===== config.mk =====
export PLATFORM = sky130hd
export DESIGN_NAME = dram_ctrl
export DESIGN_NICKNAME = d
export VERILOG_FILES = /design/src/rtl/dram_pkg.sv /design/src/rtl/dram_refresh_timer.sv /design/src/rtl/dram_ctrl.sv
export SDC_FILE = /design/constraint.sdc
export NUM_CORES = 1
export LEC_CHECK = 0
export CAP_MARGIN = 0
export CORE_MARGIN = 10
export CORE_UTILIZATION = 54
export DETAILED_ROUTE_END_ITERATION = 16
export GPL_TIMING_DRIVEN = 0
export PLACE_DENSITY = 0.89
export SLEW_MARGIN = 40
export SYNTH_ARGS = -nofsm -noshare
export SYNTH_HDL_FRONTEND = slang
export SYNTH_HIERARCHICAL = 1
export SYNTH_SLANG_ARGS = --single-unit

===== constraint.sdc =====
create_clock -name CLK -period 3.3 [get_ports CLK]
set_input_delay 0.825 -clock CLK [delete_from_list [all_inputs] [get_ports CLK]]
set_output_delay 0.825 -clock CLK [all_outputs]
set_load 0.02 [all_outputs]

===== src/rtl/dram_pkg.sv =====
// Shared definitions for the 68000 DRAM controller: FSM state encoding and
// parameter defaults used by the controller and its refresh timer.
package dram_pkg;

    typedef enum logic [2:0] {
        IDLE,
        RAS,
        CAS,
        HOLD,
        PRE,
        RCAS,
        RRAS
    } state_t;

    localparam int DEF_COLW   = 10;
    localparam int DEF_ROWW   = 10;
    localparam int DEF_NBANK  = 2;
    localparam int DEF_AW     = 21;
    localparam int DEF_RAW    = 12;
    localparam int DEF_TRAS   = 2;
    localparam int DEF_TRP    = 1;
    localparam int DEF_REFDIV = 250;
    localparam int DEF_URGTHR = 2;
    localparam int DEF_CBR    = 0;

endpackage


===== src/rtl/dram_refresh_timer.sv =====
// Refresh tick divider plus the saturating pending-refresh counter and its
// urgency threshold compare.
module dram_refresh_timer
    import dram_pkg::*;
#(
    parameter int REFDIV = DEF_REFDIV,
    parameter int URGTHR = DEF_URGTHR
) (
    input  logic       CLK,
    input  logic       nRESET,
    input  logic       refAck,
    output logic [1:0] RefPend,
    output logic       urgent
);

    localparam int TW = (REFDIV > 1) ? $clog2(REFDIV) : 1;

    logic [TW-1:0] timer;
    logic          tick;

    assign tick   = (timer == TW'(REFDIV - 1));
    assign urgent = (RefPend >= 2'(URGTHR));

    always_ff @(posedge CLK) begin
        if (!nRESET) begin
            timer   <= '0;
            RefPend <= 2'd0;
        end else begin
            timer <= tick ? '0 : timer + TW'(1);
            // A tick and an acknowledge in the same clock cancel out.
            case ({tick, refAck})
                2'b10: if (RefPend != 2'd3) RefPend <= RefPend + 2'd1;
                2'b01: RefPend <= RefPend - 2'd1;
                default: ;
            endcase
        end
    end

endmodule


===== src/rtl/dram_ctrl.sv =====
// 68000-bus DRAM controller: one RAS/CAS access per bus cycle, RAS-only or
// CAS-before-RAS refresh, registered strobes that change together with the state.
module dram_ctrl
    import dram_pkg::*;
#(
    parameter int COLW   = DEF_COLW,
    parameter int ROWW   = DEF_ROWW,
    parameter int NBANK  = DEF_NBANK,
    parameter int AW     = DEF_AW,
    parameter int RAW    = DEF_RAW,
    parameter int TRAS   = DEF_TRAS,
    parameter int TRP    = DEF_TRP,
    parameter int REFDIV = DEF_REFDIV,
    parameter int URGTHR = DEF_URGTHR,
    parameter int CBR    = DEF_CBR
) (
    input  logic             CLK,
    input  logic             nRESET,
    input  logic [AW:1]      A,
    input  logic             nWE,
    input  logic             nAS,
    input  logic             nLDS,
    input  logic             nUDS,
    input  logic             BACT,
    input  logic             RAMCS,
    output logic             RAM_Ready,
    output logic [RAW-1:0]   RA,
    output logic [NBANK-1:0] nRAS,
    output logic             nCAS,
    output logic             nLWE,
    output logic             nUWE,
    output logic             nOE,
    output logic [1:0]       RefPend
);

    localparam int BW = (NBANK > 1) ? $clog2(NBANK) : 1;

    state_t          state;
    logic [2:0]      dly;
    logic [ROWW-1:0] refRow;
    logic            accDone;
    logic            urgent;
    logic            goRef;
    logic            goAcc;
    logic            refAck;
    logic            casPhase;
    logic [COLW-1:0] col;
    logic [ROWW-1:0] row;
    logic [BW-1:0]   bank;
    logic [NBANK-1:0] bankSel;
    logic [RAW-1:0]  rowPad;
    logic [RAW-1:0]  colPad;
    logic [RAW-1:0]  refPad;

    assign col = A[COLW:1];
    assign row = A[COLW+ROWW:COLW+1];

    generate
        if (NBANK > 1) begin : gBank
            assign bank = A[AW:COLW+ROWW+1];
        end else begin : gNoBank
            assign bank = '0;
        end
    endgenerate

    always_comb begin
        bankSel = '0;
        for (int i = 0; i < NBANK; i++) bankSel[i] = (bank == BW'(i));
        rowPad = '0;
        rowPad[ROWW-1:0] = row;
        colPad = '0;
        colPad[COLW-1:0] = col;
        refPad = '0;
        refPad[ROWW-1:0] = refRow;
    end

    // IDLE arbitration: urgent refresh beats a RAM request, which beats a lazy refresh.
    assign goRef  = urgent || (RefPend != 2'd0 && !(BACT && RAMCS));
    assign goAcc  = BACT && RAMCS && !accDone;
    assign refAck = (state == IDLE && goRef && CBR == 0) || (state == RCAS);

    // RAM_Ready is the only handshake: while RAMCS is high the CPU cycle stalls
    // until the access reaches HOLD; non-RAM cycles are never held off.
    assign casPhase  = (state == CAS) || (state == HOLD);
    assign RAM_Ready = !RAMCS || (state == HOLD);
    assign nOE       = !(nWE && !nAS && casPhase);
    assign nLWE      = !(!nWE && !nLDS && casPhase);
    assign nUWE      = !(!nWE && !nUDS && casPhase);

    dram_refresh_timer #(
        .REFDIV(REFDIV),
        .URGTHR(URGTHR)
    ) uRefresh (
        .CLK    (CLK),
        .nRESET (nRESET),
        .refAck (refAck),
        .RefPend(RefPend),
        .urgent (urgent)
    );

    always_ff @(posedge CLK) begin
        if (!nRESET) begin
            state   <= IDLE;
            nRAS    <= '1;
            nCAS    <= 1'b1;
            RA      <= '0;
            dly     <= 3'd0;
            refRow  <= '0;
            accDone <= 1'b0;
        end else begin
            // Blocks a second access while the same bus cycle is still active.
            if (state == HOLD && !BACT) accDone <= 1'b1;
            else if (!BACT)             accDone <= 1'b0;

            case (state)
                IDLE: begin
                    if (goRef) begin
                        if (CBR != 0) begin
                            state <= RCAS;
                            nCAS  <= 1'b0;
                        end else begin
                            state <= RRAS;
                            nRAS  <= '0;
                            RA    <= refPad;
                            dly   <= 3'(TRAS - 1);
                        end
                    end else if (goAcc) begin
                        state <= RAS;
                        nRAS  <= ~bankSel;
                        RA    <= rowPad;
                    end
                end
                RAS: begin
                    state <= CAS;
                    nCAS  <= 1'b0;
                    RA    <= colPad;
                end
                CAS: state <= HOLD;
                HOLD: begin
                    if (!BACT) begin
                        state <= PRE;
                        nRAS  <= '1;
                        nCAS  <= 1'b1;
                        dly   <= 3'(TRP - 1);
                    end
                end
                RCAS: begin
                    state <= RRAS;
                    nRAS  <= '0;
                    dly   <= 3'(TRAS - 1);
                end
                RRAS: begin
                    if (dly == 3'd0) begin
                        state  <= PRE;
                        nRAS   <= '1;
                        nCAS   <= 1'b1;
                        refRow <= refRow + ROWW'(1);
                        dly    <= 3'(TRP - 1);
                    end else begin
                        dly <= dly - 3'd1;
                    end
                end
                PRE: begin
                    if (dly == 3'd0) state <= IDLE;
                    else             dly   <= dly - 3'd1;
                end
                default: state <= IDLE;
            endcase
        end
    end

endmodule


### Word level (Yosys, flattened, before mapping)

Cells that the tools add are included.

* register bits: 42
* bits in latches: 0
* memory bits (writable): 0
* memory bits (read-only): 0
* output and inout bits: 21
* memories kept: 0

* add/subtract/negate cells: 5
* $mul: 0
* div/mod/pow operators: 0
* order comparisons: 1
* eq/ne operators: 18
* shifts and indexed selects: 0
* mux-type cells: 26
* bitwise logic cells: 3
* reduce and logical (&&, ||, !) cells: 42

Operator list (number)
* two-way mux 3 bit: 9
* two-way mux 12 bit: 2
* case mux 12 bit (2 select lines): 1
* case mux 3 bit (7 select lines): 1
* case mux 3 bit (5 select lines): 1
* != test 2 bit, second input constant: 6
* AND reduction 4 bit: 3
* logical AND 1 bit: 11
* zero test 1 bit: 11
* adder 10 x 1 -> 10 bit, second input constant: 1
* two-way mux 2 bit: 5
* == test 3 bit, second input constant: 3
* adder 8 x 1 -> 8 bit, second input constant: 1
* == test 8 bit, second input constant: 1
* case mux 2 bit (4 select lines): 1
* == test 3 x 2 -> 1 bit, second input constant: 2
* zero test 3 bit: 2
* AND reduction 2 bit: 3
* nonzero test 2 bit: 3
* nonzero test 5 bit: 1
* logical OR 1 bit: 4
* two-way mux 1 bit: 4
* != test 2 x 1 -> 1 bit, second input constant: 2
* case mux 2 bit (2 select lines): 1
* other kinds (15): 16

### Logic depth before layout (Yosys ltp)

Gate-level depths: netlist (run 1).

* depth in word-level cells: 9
* depth in mapped cells: 10
* gate-level depth less buffers: 7

### Cells and area by module

Netlist (run 1), hierarchy kept.

Modules (own cells, without submodules)
* dram_ctrl: instances 1, cells each 204, area each 1770.4 um2, seq. area each 600.6 um2
* dram_refresh_timer: instances 1, cells each 52, area each 465.4 um2, seq. area each 200.2 um2

### Worst setup path before layout (run 1)

No wires, ideal clock.

* path type: input -> register
* start: input BACT
* end: register uRefresh.RefPend[1]
* library setup time: 0.126 ns
* arrival: 2.315 ns
* data required time: 3.174 ns
* path slack: 0.859 ns
* stages: 9
* path buffers: 2
* cells stage by stage: o2bb2ai_2 -> and2_4 -> buf_6 -> buf_12 -> or3_1 -> a21oi_1 -> o21a_1 -> mux2i_1 -> a21boi_0

* cells in the longest elaborated chain, start to end: 9

RTL lines
* from (decl): RTL line dram_ctrl.sv:24 `input logic BACT,`
* logical AND 1 bit (*): RTL line dram_ctrl.sv:78 `assign goRef = urgent || (RefPend != 2'd0 && !(BACT && RAMCS));`
* zero test 1 bit (*): RTL line dram_ctrl.sv:78
* logical AND 1 bit (*): RTL line dram_ctrl.sv:78
* logical OR 1 bit (*): RTL line dram_ctrl.sv:78
* logical AND 1 bit (*): RTL line dram_ctrl.sv:80 `assign refAck = (state == IDLE && goRef && CBR == 0) || (state == RCAS);`
* logical OR 1 bit (*): RTL line dram_ctrl.sv:80
* net refAck: RTL line dram_ctrl.sv:45 `logic refAck;`
* == test 2 bit or == test 2 x 1 -> 1 bit (tied branches): RTL line dram_refresh_timer.sv:31 `case ({tick, refAck})`
* != test 2 x 1 -> 1 bit (no line) or nonzero test 2 bit (tied branches)
* AND reduction 2 bit (no line)
* to (signal assigned): RTL line dram_refresh_timer.sv:32 `2'b10: if (RefPend != 2'd3) RefPend <= RefPend + 2'd1;`
* to (signal assigned): RTL line dram_refresh_timer.sv:33 `2'b01: RefPend <= RefPend - 2'd1;`
* to (decl): RTL line dram_refresh_timer.sv:12 `output logic [1:0] RefPend,`

Mark *: on every way through the listed nets, which the timed path passes. The rest lies on a longest branch.
A chain may end at the register's enable or synchronous reset.

### Worst setup path in the final report (run 1)

Ends and elaborated chain as after synthesis.

==> impl_metrics.tcl, run 1 <==
set metrics [dict create \
    status "completed" \
    drcViolationCount 0 \
    clock-sinks 40 \
    drive_above_1_share_pct 9.325 \
    clk_pin_slew_ns 0.07 \
    critPathRequiredTime_ns 3.48 \
    cp_data_arrival_time_ns 3.21 \
    finalPower_mw 2.448 \
    grt_pass1_vias 1887 \
    fin_skew_ns 0.006704 \
    wl_mm 5.571 \
    tightest_slew_ns 0.5631 \
    drt-wirelength-per-cell_um 15.43 \
    cts.repair.resized 0 \
    syn_to_final_growth_pct 27.64 \
    synth-seq-area-share_pct 35.81 \
    yosys.area.top_type "dfxtp_1" \
    yosys.area_share.adder_pct 2.798 \
    synth_edf_count 0 \
    synthArstFlopShare_pct 0 \
    fin_setup_tns_ns 0 \
    cts_buffers 5 \
    min_period_ns 3.032 \
    ctsRootBufferMaster "clkbuf_8" \
    syn_inst 256 \
    final_cell_mix "clkdlybuf4s50_1 (47), dfxtp_1 (40), nor2_1 (35)" \
    yosys.area_share.simple_pct 22.61 \
    netlist.area_leader.share_pct 35.81 \
    die_w_um 84.35 \
    fin_area_um2 2854 \
    seqCellArea_um2 800.8 \
    placed_area_um2 2773 \
    overflow 0 \
    power.leakage_nw 1.151 \
    synth_compound_area_share_pct 21.32 \
    fin_crit_sh_pct 91.86 \
    die_area_um2 7114 \
    synth_seq_cells 40 \
    nets 345 \
    syn_avg_cell_area_um2 8.734 \
    synth_top_family_by_area "simple AND/OR/NAND/NOR gates" \
    synth_xor_xnor_area_share_pct 4.701 \
    relSlewSlack_pct 62.07 \
    tritoncts "done" \
    n_antenna_cell 0 \
    num_vias 2063 \
    yosys_warnings 6 \
    initial_core_util_pct 55.90 \
    max-vdd-ir-drop_mv 0.6158 \
    synthFlopType "dfxtp_1" \
    startpoint_type "primary input" \
    antenna_found_initial 0 \
    critPathKind "primary input to flip-flop" \
    grt.total_usage_pct 14.80 \
    cp_max_fo 10 \
    coreArea_um2 4000 \
    portBuffers 47 \
    globalplace.congestion 0.8529 \
    grt_max_degree 13 \
    hpwl_mm 4.220 \
    die_h_um 84.35 \
    drtIter0Drc 194 \
    final_max_slew_viol_count 0 \
    io_pins 50 \
    cts_hold_buf 0 \
    viasPerCell 5.715 \
    first_pass_iters 4 \
    setup_violations 0 \
    synth.mux.area_fraction_pct 6.267 \
    hold_path_class "flip-flop to flip-flop" \
    fmax_ghz 0.3299 \
    postCtsSetupRepairBufs 0 \
    multiInputGateArea_um2 1297 \
    ys_types 57 \
    end_kind "flip-flop" \
    maxCapViolCount 0 \
    rsz0062_at_grt "false" \
    ant_nets 0 \
    clk_latency_ns 0.30 \
    htreeDepth 2 \
    row_count 23 \
    grt_pass1_wl_mm 8.921 \
    hold_violations 0 \
    syn_area_um2 2236 \
    synth_area_leaders "dfxtp_1 (36%), mux2i_1 (6.3%), nor2_1 (5.9%), a22o_1 (3.9%), a21oi_1 (3.8%)" \
    pre_cts_ws_ns -0.008408 \
    final_common_cell "clkdlybuf4s50_1" \
    setup_slack_ns 0.2685 \
    nFillCells 330 \
    cts_buffer_depth 2 \
    powerDensity_nw_per_um2 857.8 \
]
==> worst paths after layout <==
kind	start	endpoint	slack, ns	cells past startpoint
setup reg to reg	uRefresh/RefPend[1]	uRefresh/RefPend[1]	0.90	10
hold reg to reg	dly[1]	dly[1]	0.47	2
setup / recovery	BACT	uRefresh/RefPend[1]	0.27	10
hold / removal	dly[1]	dly[1]	0.47	2
==> layout make-up <==
cell class | instances | area share [%]
Multi-Input combinational cell | 193 | 45.46
Sequential cell | 40 | 28.06
Timing Repair Buffer | 47 | 16.48
Buffer | 15 | 3.770
Clock buffer | 5 | 2.411
Tap cell | 50 | 2.192
Inverter | 9 | 1.184
Clock inverter | 2 | 0.4384
==> stage by stage <==
stage / std cells / utilization, % / hold slack (ns)
floorplan: 257 / - / 0.4380
global placement: 354 / 69.32 / 0.4488
detailed placement: 354 / 69.32 / 0.4614
CTS: 361 / 71.35 / 0.4719
global route: 361 / 71.35 / 0.4948
finish: 361 / 71.35 / 0.4674
==> state kept, by name (all words and copies together) (netlist names) <==
| signal | count |
|---|---|
| RA | 10 |
| refRow | 10 |
| uRefresh/timer | 8 |
| dly | 3 |
| state | 3 |
| nRAS | 2 |
| uRefresh/RefPend | 2 |
| accDone | 1 |
| nCAS | 1 |
==> critical path, cell delays in order <==
cell and delay [ns]:
clkdlybuf4s50_1 0.57, o2bb2ai_2 0.22, and2_4 0.18, buf_6 0.13
buf_12 0.14, or3_1 0.31, a21oi_1 0.28, o21a_1 0.25
mux2i_1 0.20, a21boi_0 0.09
==> synthesized netlist by cell type (3+ instances only) <==
cell      number
buf_4          3
o21a_1         4
nand3_1        9
ha_1           5
inv_1          9
o21ai_1        3
and3_1         4
buf_6          3
nor2b_1        6
o21ai_0        8
nand4_1        4
xnor2_1        6
and2_1         3
a21oi_1       17
dfxtp_1       40
xor2_1         6
or3_1          4
nor2_1        35
nor3_1         4
nand2_1       16
a22o_1        10
clkbuf_1       7
mux2i_1       14
==> power by group <==
group | internal, mW | switching [mW]
clock | 0.143 | 0.172
sequential | 0.599 | 0.0928
combinational | 0.694 | 0.747
total | 1.44 | 1.01
==> per-layer routing <==
metal	share of wire (%)	GRT usage, %
met5	0	0
met4	0.97	3.743
met3	9.8	5.700
met2	45	22.82
met1	45	18.90
==> cells by family (layout without fill, tap and decap cells) <==
logic type / Yosys count / count (layout)
XOR/XNOR: 12 / 12
multiplexers: 14 / 14
other: 1 / 2
AO/OA/AOI/OAI: 63 / 63
flip-flops: 40 / 40
adder cells (fa/ha/maj): 5 / 5
buffers and inverters: 24 / 78
AND/OR/NAND/NOR: 97 / 97
Power figures use the tool's default switching activity.
==> run 2, diff against run 1 <==
==> constraint.sdc (replaced) <==
create_clock -name CLK -period 3.3 [get_ports CLK]
set_input_delay 0.825 -clock CLK [delete_from_list [all_inputs] [get_ports CLK]]
set_output_delay 0.825 -clock CLK [all_outputs]
set_load 0.05 [all_outputs]
==> impl_metrics.tcl, run 2 (same netlist as run 1, synthesis figures left out) <==
set metrics [dict create \
    coreArea_um2 4000 \
    slowest_delay_ns 0.71 \
    finalPower_mw 2.658 \
    grt_pass1_wl_mm 8.921 \
    postCtsSetupRepairBufs 0 \
    clock-sinks 40 \
    clk_latency_ns 0.30 \
    critPathRequiredTime_ns 2.47 \
    min_period_ns 3.153 \
    num_vias 2063 \
    cts_hold_buf 0 \
    final_cell_count_no_fill 361 \
    tightest_slew_ns 0.5631 \
    drcViolationCount 0 \
    cpMaxStageDelayCell "clkdlybuf4s50_1" \
    dp_cells 354 \
    maxCapViolCount 0 \
    crit_start "nWE" \
    final_max_slew_viol_count 0 \
    drtIter0Drc 194 \
    grt_pass1_vias 1887 \
    cts_buffer_depth 2 \
    cp_data_arrival_time_ns 2.33 \
    path_cells "clkdlybuf4s50_1, or3_1, clkdlybuf4s50_1" \
    largestRegisters "RA: 10 flops, refRow: 10 flops, uRefresh/timer: 8 flops" \
    io_pins 50 \
    globalplace.congestion 0.8529 \
    ctsRootBufferMaster "clkbuf_8" \
    tritoncts "done" \
    rsz0062_at_grt "false" \
    cp_max_fo 3 \
    cts.repair.resized 0 \
    fin_crit_sh_pct 95.56 \
    drive_above_1_share_pct 9.325 \
    overflow 0 \
    first_pass_iters 4 \
    wl_mm 5.570 \
    fin_skew_ns 0.006698 \
    fmax_ghz 0.3171 \
    ant_nets 0 \
    crit_top_cell "clkdlybuf4s50_1" \
    grt_max_degree 13 \
    die_h_um 84.35 \
    clk_pin_slew_ns 0.07 \
    drt-wirelength-per-cell_um 15.43 \
    antenna_found_initial 0 \
    cts_buffers 5 \
    setup_violations 0 \
    status "completed" \
    fin_util_pct 71.41 \
    hpwl_mm 4.220 \
    n_antenna_cell 0 \
    fin_setup_tns_ns 0 \
    powerDensity_nw_per_um2 930.5 \
    hp-start "dly[1]" \
    hold_violations 0 \
    max-vdd-ir-drop_mv 0.6339 \
    placed_area_um2 2773 \
    htreeDepth 2 \
    end_kind "output port" \
    timing.rr.start "uRefresh/RefPend[1]" \
    syn_to_final_growth_pct 27.76 \
    portBuffers 47 \
    critPathKind "primary input to output port" \
    fin_area_um2 2856 \
    final_cell_mix "clkdlybuf4s50_1 (46), dfxtp_1 (40), nor2_1 (35)" \
    final_common_cell "clkdlybuf4s50_1" \
    relSlewSlack_pct 62.07 \
    die_w_um 84.35 \
    power.leakage_nw 1.159 \
    hold_path_class "flip-flop to flip-flop" \
    initial_core_util_pct 55.90 \
    nFillCells 329 \
    viasPerCell 5.715 \
    row_count 23 \
    die_area_um2 7114 \
    startpoint_type "primary input" \
    grt.total_usage_pct 14.80 \
    nets 345 \
]
-- run 2: cell count changes in the layout (fill, tap and decap cells not counted) --
cell / before / now
clkdlybuf4s50_1: 47 / 46
dlymetal6s2s_1: 0 / 1
-- run 2: per-layer routing --
layer	wire length, um	share of wire, %	up-vias	track usage [%]
met4	54	0.97	0	3.743
met1	2481	45	945	18.90
li1	-	-	1026	-
met3	543	9.7	7	5.700
met5	0	0	-	0
met2	2490	45	85	22.82
-- run 2: stage by stage --
stage / hold slack [ns] / setup slack (ns)
CTS: 0.4719 / 0.1133
floorplan: 0.4380 / 0.8373
global route: 0.4948 / 0.08801
finish: 0.4674 / 0.1465
global placement: 0.4488 / 0.07748
detailed placement: 0.4614 / -0.008408
-- run 2: worst paths after layout --
| check | end | slack [ns] | cells past startpoint |
|---|---|---|---|
| worst max-delay path | nLWE | 0.15 | 3 |
| worst min-delay path | dly[1] | 0.47 | 2 |
| worst min register to register | dly[1] | 0.47 | 2 |
| worst max register to register | uRefresh/RefPend[1] | 0.90 | 10 |
-- run 2: cell type report --
class	instances	area [um2]	share of cell area, %
multi-input combinational	193	1297	45.42
sequential	40	800.8	28.03
timing repair buffer	47	473.0	16.56
buffer	15	107.6	3.767
clock buffer	5	68.82	2.409
tap	50	62.56	2.190
inverter	9	33.78	1.183
clock inverter	2	12.51	0.4380
-- run 2: worst max-delay path: cells and delay by family --
kind	cells	cell delay, ns
buffers and inverters	2	1.14
AND/OR/NAND/NOR	1	0.37
-- run 2: power breakdown --
| part | internal [mW] | total, mW | switching [mW] |
|---|---|---|---|
| Sequential | 0.599 | 0.692 | 0.0928 |
| Combinational | 0.692 | 1.65 | 0.959 |
| Clock | 0.143 | 0.315 | 0.172 |
| Total | 1.43 | 2.66 | 1.22 |
==> run 3, diff against run 2 <==
==> constraint.sdc (replaced) <==
create_clock -name CLK -period 3.3 [get_ports CLK]
set_input_delay 0.99 -clock CLK [delete_from_list [all_inputs] [get_ports CLK]]
set_output_delay 0.99 -clock CLK [all_outputs]
set_load 0.05 [all_outputs]
==> impl_metrics.tcl, run 3 (same netlist as run 1, synthesis figures left out) <==
set metrics [dict create \
    setup_slack_ns 0.1000 \
    fmax_ghz 0.3125 \
    critPathRequiredTime_ns 2.31 \
    portBuffers 47 \
    hpwl_mm 4.220 \
    r2r_end "uRefresh/RefPend[1]" \
    final_cell_count_no_fill 361 \
    status "completed" \
    grt_pass1_wl_mm 8.921 \
    largestRegisters "RA: 10 flops, refRow: 10 flops, uRefresh/timer: 8 flops" \
    fin_area_um2 2853 \
    drt-wirelength-per-cell_um 15.44 \
    startpoint_type "primary input" \
    ant_nets 0 \
    grt_pass1_vias 1887 \
    die_h_um 84.35 \
    holdPathStages 2 \
    io_pins 50 \
    wl_mm 5.573 \
    fin_crit_sh_pct 96.97 \
    fin_skew_ns 0.005935 \
    whs_endpoint "dly[1]" \
    cts_buffer_depth 2 \
    critPathKind "primary input to output port" \
    clock-sinks 40 \
    final_common_cell "clkdlybuf4s50_1" \
    grt.total_usage_pct 14.80 \
    postCtsSetupRepairBufs 0 \
    fin_setup_tns_ns 0 \
    htreeDepth 2 \
    min_period_ns 3.200 \
    row_count 23 \
    r2r_setup_slack_ns 0.96 \
    drive_above_1_share_pct 9.646 \
    pre_cts_ws_ns -0.1852 \
    rsz0062_at_grt "false" \
    maxCapViolCount 0 \
    syn_to_final_growth_pct 27.59 \
    hp-start "dly[1]" \
    ctsRootBufferMaster "clkbuf_8" \
    slowest_delay_ns 0.43 \
    coreArea_um2 4000 \
    relSlewSlack_pct 62.00 \
    cts_buffers 5 \
    first_pass_iters 4 \
    final_cell_mix "clkdlybuf4s50_1 (43), dfxtp_1 (40), nor2_1 (35)" \
    power.leakage_nw 1.146 \
    die_w_um 84.35 \
    finalPower_mw 2.662 \
    setup_violations 0 \
    drtIter0Drc 158 \
    num_vias 2035 \
    timing.rr.start "uRefresh/RefPend[1]" \
    nets 345 \
    viasPerCell 5.637 \
    clk_latency_ns 0.29 \
    fin_util_pct 71.32 \
    nFillCells 333 \
    reg2reg_depth 10 \
    end_kind "output port" \
    placed_area_um2 2773 \
    n_antenna_cell 0 \
    drcViolationCount 0 \
    powerDensity_nw_per_um2 933.2 \
    hold_path_class "flip-flop to flip-flop" \
    dp_cells 354 \
    cpMaxStageDelayCell "clkdlybuf4s50_1" \
    path_cells "clkdlybuf4s50_1, or3_1, dlygate4sd2_1" \
    cts_hold_buf 0 \
    final_max_slew_viol_count 0 \
    hold_slack_ns 0.4672 \
    tightest_slew_ns 0.5641 \
    die_area_um2 7114 \
    hold_violations 0 \
    cp_max_fo 3 \
    antenna_found_initial 0 \
    grt_max_degree 13 \
    initial_core_util_pct 55.90 \
    cp_data_arrival_time_ns 2.21 \
    globalplace.congestion 0.8529 \
    clk_pin_slew_ns 0.07 \
    tritoncts "done" \
    max-vdd-ir-drop_mv 0.6304 \
    overflow 0 \
]
==> run 3: cell types whose count changed in the layout (fill, tap and decap cells not counted) <==
cell,before,now
a21oi_1,17,16
a21oi_2,0,1
clkdlybuf4s50_1,46,43
dlygate4sd2_1,0,4
dlymetal6s2s_1,1,0
==> run 3: critical path, delay by kind of cell <==
kind | cells | cell delay (ns)
AND/OR/NAND/NOR | 1 | 0.36
buffers and inverters | 2 | 0.86
==> run 3: power by group <==
group | total [mW] | internal (mW) | switching, mW
Combinational | 1.66 | 0.692 | 0.964
Sequential | 0.692 | 0.599 | 0.0928
Clock | 0.315 | 0.143 | 0.172
Total | 2.66 | 1.43 | 1.23
==> run 3: worst max-delay path by stage <==
stage,cells past startpoint,slack (ns),from,endpoint
after CTS,3,0.09,nWE,nLWE
after detailed placement,3,-0.19,nWE,nLWE
after global routing,3,0.04,nWE,nLWE
after global placement,3,-0.18,nWE,nLWE
final,3,0.10,nWE,nLWE
after floorplan,9,0.67,BACT,uRefresh/RefPend[1]
==> run 3: repair_timing <==
item | CTS | global route
gates cloned | 0 | 0
setup endpoints to repair | 4 | 1
pin swaps | 0 | 0
gates resized for setup | 4 | 1
==> run 3: layout make-up <==
type | count | area [um2] | share of cell area [%]
Clock inverter | 2 | 12.51 | 0.4386
Inverter | 9 | 33.78 | 1.184
Timing Repair Buffer | 47 | 465.4 | 16.32
Tap cell | 50 | 62.56 | 2.193
Multi-Input combinational cell | 193 | 1301 | 45.61
Buffer | 15 | 107.6 | 3.772
Clock buffer | 5 | 68.82 | 2.412
Sequential cell | 40 | 800.8 | 28.07
==> run 3: metal layers <==
layer	global-route usage, %	share of wire, %	up-vias
met1	18.90	47	940
li1	-	-	1023
met4	3.743	0.88	0
met2	22.82	44	67
met5	0	0	-
met3	5.700	8.3	5
